File: src/rtl/fetch_prefetch_queue.sv
// fetch_prefetch_queue
//   Instruction fetch stage feeding decode. Holds a word-granular PC, reads
//   one word per cycle from a combinational-read main memory and buffers the
//   words, tagged with their PC, in a DEPTH-entry FIFO.
//
// Ports
//   clk, rst_n        clock (rising edge), async active-low reset
//   fetch_enable      allow fetching
//   mem_read_address  memory read address (the pc register)
//   mem_read_data     memory word at mem_read_address, same cycle
//   redirect_valid    flush queue and restart at redirect_pc
//   redirect_pc       new word-address PC
//   instr_valid/ready valid/ready handshake to decode
//   instr_data/pc     head word and its PC
//   occupancy         number of queued entries
//   fetch_fault       sticky: fetch attempted at pc >= MEM_DEPTH
module fetch_prefetch_queue #(
    parameter int DEPTH     = 4,
    parameter int RESET_PC  = 0,
    parameter int MEM_DEPTH = 2048
) (
    input  logic                     clk,
    input  logic                     rst_n,
    input  logic                     fetch_enable,
    output logic [31:0]              mem_read_address,
    input  logic [31:0]              mem_read_data,
    input  logic                     redirect_valid,
    input  logic [31:0]              redirect_pc,
    output logic                     instr_valid,
    input  logic                     instr_ready,
    output logic [31:0]              instr_data,
    output logic [31:0]              instr_pc,
    output logic [$clog2(DEPTH):0]   occupancy,
    output logic                     fetch_fault
);
    localparam int          AW        = $clog2(DEPTH);
    localparam int          CW        = AW + 1;
    localparam logic [31:0] MEM_LIMIT = 32'(MEM_DEPTH);
    localparam logic [31:0] PC_RST    = 32'(RESET_PC);
    localparam logic [CW-1:0] FULL    = CW'(DEPTH);

    typedef struct packed {
        logic [31:0] pc;
        logic [31:0] data;
    } entry_t;

    entry_t          fifo_q [DEPTH];
    logic [31:0]     pc;
    logic [AW-1:0]   wr_ptr, rd_ptr;
    logic [CW-1:0]   count;
    logic            fault;

    logic pop, push_ok, in_range, do_push;

    always_comb begin
        // Redirect masks the head so decode never consumes a word being flushed.
        instr_valid = (count != '0) & ~redirect_valid;
        pop         = instr_valid & instr_ready;
        // A full queue still accepts a push when the head leaves this cycle.
        push_ok     = fetch_enable & ~redirect_valid & ~fault & ((count < FULL) | pop);
        in_range    = pc < MEM_LIMIT;
        do_push     = push_ok & in_range;
    end

    always_ff @(posedge clk or negedge rst_n) begin
        if (!rst_n) begin
            pc     <= PC_RST;
            count  <= '0;
            wr_ptr <= '0;
            rd_ptr <= '0;
            fault  <= 1'b0;
        end else if (redirect_valid) begin
            pc     <= redirect_pc;
            count  <= '0;
            wr_ptr <= '0;
            rd_ptr <= '0;
            fault  <= 1'b0;
        end else begin
            if (do_push) begin
                pc     <= pc + 32'd1;
                wr_ptr <= wr_ptr + 1'b1;
            end else if (push_ok) begin
                // Out-of-range attempt: pc holds so the faulting address stays visible.
                fault <= 1'b1;
            end
            if (pop)
                rd_ptr <= rd_ptr + 1'b1;
            case ({do_push, pop})
                2'b10:   count <= count + 1'b1;
                2'b01:   count <= count - 1'b1;
                default: count <= count;
            endcase
        end
    end

    // Storage is deliberately unreset; contents are only visible under instr_valid.
    always_ff @(posedge clk) begin
        if (do_push)
            fifo_q[wr_ptr] <= '{pc: pc, data: mem_read_data};
    end

    assign mem_read_address = pc;
    assign instr_data       = fifo_q[rd_ptr].data;
    assign instr_pc         = fifo_q[rd_ptr].pc;
    assign occupancy        = count;
    assign fetch_fault      = fault;
endmodule

File: config.mk
export PLATFORM = sky130hd
export DESIGN_NAME = fetch_prefetch_queue
export DESIGN_NICKNAME = d
export VERILOG_FILES = /design/src/rtl/fetch_prefetch_queue.sv
export SDC_FILE = /design/constraint.sdc
export NUM_CORES = 1
export LEC_CHECK = 0
export BUFFER_PORTS_ARGS = -buffer_cell sky130_fd_sc_hd__buf_2
export CAP_MARGIN = 5
export CORE_MARGIN = 3
export CORE_UTILIZATION = 35
export DETAILED_ROUTE_END_ITERATION = 12
export PLACE_DENSITY = 0.61
export REMOVE_ABC_BUFFERS = 1
export SLEW_MARGIN = 10
export SYNTH_ARGS = -nofsm -noshare
export SYNTH_HDL_FRONTEND = slang
export SYNTH_SLANG_ARGS = --single-unit
File: constraint.sdc
create_clock -name clk -period 10.1 [get_ports clk]
set_input_delay 2.02 -clock clk [delete_from_list [all_inputs] [get_ports clk]]
set_output_delay 2.02 -clock clk [all_outputs]
set_load 0.1 [all_outputs]
==> flow_metrics.tcl, run 1 <==
set metrics [dict create \
    status "complete, no violations" \
    cts_tree "yes" \
    port_buffers 169 \
    ys_seq_elements 296 \
    wl_um 23140 \
    cts_hold_buf 0 \
    ys_top_cells_by_area "edfxtp_1 69%, mux4_2 13%, dfrtp_1 8.9%" \
    clk_latency_ns 0.54 \
    endpoint_kind "output port" \
    synth_cell_type_count 42 \
    worstSetupPathType "flop to output port" \
    hpwl_um 13650 \
    synth_fa_ha_area_share_pct 0.7371 \
    syn_area_per_cell_um2 21.50 \
    gp_congestion 0.7355 \
    dieWidth_um 184.9 \
    p_leak_nw 4.607 \
    postPlaceCellArea_um2 12480 \
    synth-main-ff-cell "edfxtp_1" \
    postCtsSetupRepairBufs 0 \
    rsz0062_at_grt "no" \
    synthSimpleGateAreaFrac_pct 3.239 \
    first_global_vias 5833 \
    die_h_um 184.9 \
    drive_above_1_share_pct 43.72 \
    clock_skew_ns 0.01284 \
    worst_pin_slew_ns 1.031 \
    grt_first_pass_wirelength_um 34910 \
    cts_max_level 1 \
    ant_nets 0 \
    grt-ovfl-total 0 \
    clockBufferDepth 3 \
    hold_slack_ns 0.5454 \
    fin_area_um2 13540 \
    vias 5524 \
    hold_path_class "flop to flop" \
    antennaDiodeCount 0 \
    core_area_um2 31070 \
    fin_ws_ns 4.975 \
    final_nets 776 \
    ioPinCount 170 \
    root_buffer "clkbuf_16" \
    clk_pin_slew_ns 0.06 \
    synth_top_family_by_area "multiplexers" \
    p_per_area_nw_per_um2 199.9 \
    fin_crit_sh_pct 50.74 \
    core.rowCount 64 \
    wl_per_cell_um 20.64 \
    die_area_um2 34190 \
    grt_use_total_pct 13.33 \
    synth_xor_area_share_pct 0.3909 \
    preCtsSetupSlack_ns 5.079 \
    numCtsBuffers 31 \
    viasPerCell 4.928 \
    firstDrtPassIters 7 \
    fin_setup_tns_ns 0 \
    yosys_warnings 0 \
    final_common_cell "edfxtp_1" \
    peakVddDrop_uv 172.3 \
    maxSlewViolCount 0 \
    fmax_mhz 195.1 \
    synth_compound_area_share_pct 1.954 \
    synthArstFlopShare_pct 13.51 \
    grt_max_degree 66 \
    drv_cap 0 \
    cp.arrival_ns 3.10 \
    clock-sinks 296 \
    cp.required_ns 8.08 \
    final_hold_viol_count 0 \
    area_delta_synth_final_pct 20.88 \
    layout_common_cells "256 x edfxtp_1, 169 x buf_2, 64 x mux4_2, 38 x dfrtp_1, 31 x clkbuf_16" \
    seq_area_frac_synth_pct 77.55 \
    fin_crit_ns 5.125 \
    drtIter0Drc 324 \
    initial_core_util_pct 36.06 \
    cts_resized 0 \
    setup_viol_count_final 0 \
    drc 0 \
    synth_top_area_share_pct 68.62 \
    cp_max_fo 34 \
    synth_area_um2 11200 \
    synth.area.mux_share_pct 14.97 \
    startpoint_type "flop" \
    yosysTopAreaCell "edfxtp_1" \
    slew_headroom_pct 31.29 \
    synth_edf_count 256 \
    syn_inst 521 \
    antenna_found_initial 0 \
]
==> final cells by class <==
cell class | count | area, um^2
clock buffer | 36 | 794.5
clock inverter | 21 | 264.0
fill | 2760 | 17530
inverter | 8 | 30.03
multi-input combinational | 192 | 2395
sequential | 296 | 8696
tap | 396 | 495.5
timing repair buffer | 172 | 868.3
==> sequential cells by signal, summed over array words and instances, names as in the netlist <==
name / count
fetch_fault: 1
wr_ptr: 2
mem_read_address: 32
occupancy: 3
rd_ptr: 2
fifo_q: 256
==> power by group <==
part / total (W) / internal (W) / switching, W
sequential: 0.00138 / 0.00135 / 0.0000290
clock: 0.00117 / 0.000716 / 0.000457
combinational: 0.000157 / 0.0000309 / 0.000126
==> final timing paths <==
check / startpoint / end / slack [ns] / depth (start not counted)
setup / recovery: rd_ptr[0] / instr_pc[7] / 4.98 / 3
hold / removal: occupancy[2] / occupancy[2] / 0.55 / 1
setup reg to reg: mem_read_address[15] / fifo_q[2][4] / 7.15 / 5
hold reg to reg: occupancy[2] / occupancy[2] / 0.55 / 1
max in group asynchronous: rst_n / rd_ptr[0] / 7.72 / 1
min in group asynchronous: rst_n / mem_read_address[14] / 1.63 / 1
==> worst max-delay path, stage by stage (launching register included) <==
cell and delay, ns:
dfrtp_4 0.87, buf_4 0.70, mux4_2 0.65, buf_2 0.32
==> cells in the mapped netlist, drive strengths merged (5+ instances only) <==
cell and number:
mux4 64, nor2 12, nand3 6, o21ai 10, clkbuf 18, inv 8, ha 5, edfxtp 256
nand2 14, buf 7, or3 5, dfrtp 40, nor4 9, nor3 6, mux2 20
==> per-stage QoR <==
step	std cells	util, %	total power, W
6_report	1121	43.59	0.002707
5_1_grt	1121	43.59	0.002797
4_1_cts	1121	43.59	0.002737
3_5_place_dp	1064	40.18	0.001562
3_3_place_gp	1064	40.18	0.001560
2_1_floorplan	496	-	0.001506
==> layer usage <==
layer	vias up	global-route usage, %	part of all wire, %
li1	2515	-	-
met1	2809	17.87	43
met2	164	22.33	49
met3	36	2.985	6.0
met4	0	3.241	2.3
met5	-	0	0
==> cell families (layout without fill, tap and decap cells) <==
logic type                 after synthesis  after routing
AOI/OAI and AO/OA                       32             32
xor gates and xnor gates                 5              5
adders and majority gates                6              6
buffers and inverters                   33            237
DFF                                    296            296
muxes                                   85             85
and+or+nand+nor                         64             64
Note: power is estimated with default switching activity, not from simulation.
==> inputs of run 2 (changes only) <==
==> constraint.sdc (replaced) <==
create_clock -name clk -period 5.1 [get_ports clk]
set_input_delay 1.02 -clock clk [delete_from_list [all_inputs] [get_ports clk]]
set_output_delay 1.02 -clock clk [all_outputs]
set_load 0.1 [all_outputs]
==> run 2 against run 1 <==
Compared with the run above:
- setup slack worse by 3.6 ns
- critical path depth is the same
- die area is the same
- clock-buffer cell count grew 7
- power rose by 97%
- cell count rose by 0.27%
- combinational power up 97%
- global-route usage is 0.097 points lower
- sequential share of layout area shrank 0.19 points
- critical path type unchanged
- critical endpoint is now instr_pc[24]
- largest cell class unchanged
- largest power group unchanged
==> flow_metrics.tcl, run 2 (same netlist as run 1, synthesis figures left out) <==
set metrics [dict create \
    final_common_cell "edfxtp_1" \
    cts_tree "yes" \
    cp.required_ns 4.08 \
    gp_congestion 0.7348 \
    grt_first_pass_wirelength_um 34860 \
    clk_latency_ns 0.54 \
    wl_per_cell_um 20.51 \
    worstSetupPathType "flop to output port" \
    final_nets 779 \
    fin_setup_tns_ns 0 \
    nFillCells 2721 \
    drv_cap 0 \
    final_hold_viol_count 0 \
    numCtsBuffers 31 \
    ioPinCount 170 \
    cp.arrival_ns 2.73 \
    cts_max_level 1 \
    firstDrtPassIters 6 \
    status "complete, no violations" \
    crit_slowest_cell "dfrtp_4" \
    largest_register_ffs 256 \
    clockBufferDepth 3 \
    root_buffer "clkbuf_16" \
    grt_use_total_pct 13.23 \
    hpwl_um 13810 \
    hold_path_class "flop to flop" \
    cp_max_fo 36 \
    fmax_mhz 266.5 \
    layout_common_cells "256 x edfxtp_1, 169 x buf_2, 64 x mux4_2, 38 x dfrtp_1, 31 x clkbuf_16" \
    vias 5594 \
    p_per_area_nw_per_um2 393.1 \
    port_buffers 169 \
    clock_skew_ns 0.008860 \
    die_h_um 184.9 \
    worst_pin_slew_ns 1.041 \
    antenna_found_initial 0 \
    hold_slack_ns 0.5403 \
    crit_family "flip-flops" \
    slew_headroom_pct 30.59 \
    top_register "fifo_q" \
    drc 0 \
    core_area_um2 31070 \
    grt_max_degree 66 \
    clk_pin_slew_ns 0.06 \
    area_delta_synth_final_pct 21.24 \
    cpPeakStageDelay_ns 0.89 \
    endpoint_kind "output port" \
    crit_chain "buf_4 -> mux4_2 -> buf_2" \
    clock-sinks 296 \
    postCtsSetupRepairBufs 0 \
    peakVddDrop_uv 276.3 \
    maxSlewViolCount 0 \
    drtIter0Drc 319 \
    first_global_vias 5791 \
    die_area_um2 34190 \
    wl_um 23060 \
    rsz0062_at_grt "no" \
    drive_above_1_share_pct 44.23 \
    setup_viol_count_final 0 \
    fin_crit_ns 3.752 \
    dieWidth_um 184.9 \
    utilization_pct 43.72 \
    antennaDiodeCount 0 \
    cts_resized 0 \
    cts_hold_buf 0 \
    fin_crit_sh_pct 73.57 \
    ant_nets 0 \
    grt-ovfl-total 0 \
    p_leak_nw 4.621 \
    startpoint_type "flop" \
    crit_buf_inv 2 \
    initial_core_util_pct 36.06 \
    viasPerCell 4.977 \
    core.rowCount 64 \
]
==> run 2: cell count changes in the layout (fill, tap and decap cells not counted), sizes merged <==
cell | before | now
buf | 172 | 175
bufinv | 6 | 4
clkbuf | 36 | 43
clkinv | 12 | 6
clkinvlp | 2 | 4
inv | 9 | 8
==> run 2: worst register-to-register path, delay by kind of cell (launching register included) <==
family	cells	cell delay [ns]
DFF	1	0.46
buffers and inverters	1	0.22
and+or+nand+nor	4	1.79
==> run 2: layout make-up <==
type / count / area, um^2 / area share (%)
timing repair buffer: 175 / 890.9 / 6.559
clock buffer: 43 / 880.8 / 6.485
tap: 396 / 495.5 / 3.648
clock inverter: 14 / 195.2 / 1.437
inverter: 8 / 30.03 / 0.2211
sequential: 296 / 8696 / 64.02
multi-input combinational: 192 / 2395 / 17.63
==> run 2: worst paths after layout <==
check | start | to | slack (ns) | cells after the start
hold reg to reg | occupancy[2] | occupancy[2] | 0.54 | 1
max in group asynchronous | rst_n | rd_ptr[1] | 4.09 | 2
hold / removal | occupancy[2] | occupancy[2] | 0.54 | 1
min in group asynchronous | rst_n | mem_read_address[14] | 0.57 | 2
setup / recovery | rd_ptr[0] | instr_pc[24] | 1.35 | 3
setup reg to reg | mem_read_address[12] | fifo_q[1][50] | 2.10 | 5
==> run 2: metrics by stage <==
stage / cell area, um^2 / instances / setup WS [ns] / power, W
detailed placement: 12510 / 1067 / 1.508 / 0.003093
finish: 13580 / 1124 / 1.348 / 0.005340
CTS: 13580 / 1124 / 1.238 / 0.005410
global placement: 12510 / 1067 / 1.501 / 0.003090
global route: 13580 / 1124 / 1.136 / 0.005523
floorplan: 11100 / 496 / 0.5524 / 0.002983
==> run 2: layer usage <==
metal  vias to the layer above  wire length, um  track usage [%]
li1                       2531                -                -
met1                      2880            10060            18.34
met2                       150            11410            22.12
met3                        33             1131            2.376
met4                         0              452            2.791
met5                         -                0                0
==> run 2: where the power goes <==
group / switching [W] / internal, W
logic: 0.000248 / 0.0000616
clock network: 0.000891 / 0.00141
registers: 0.0000595 / 0.00267
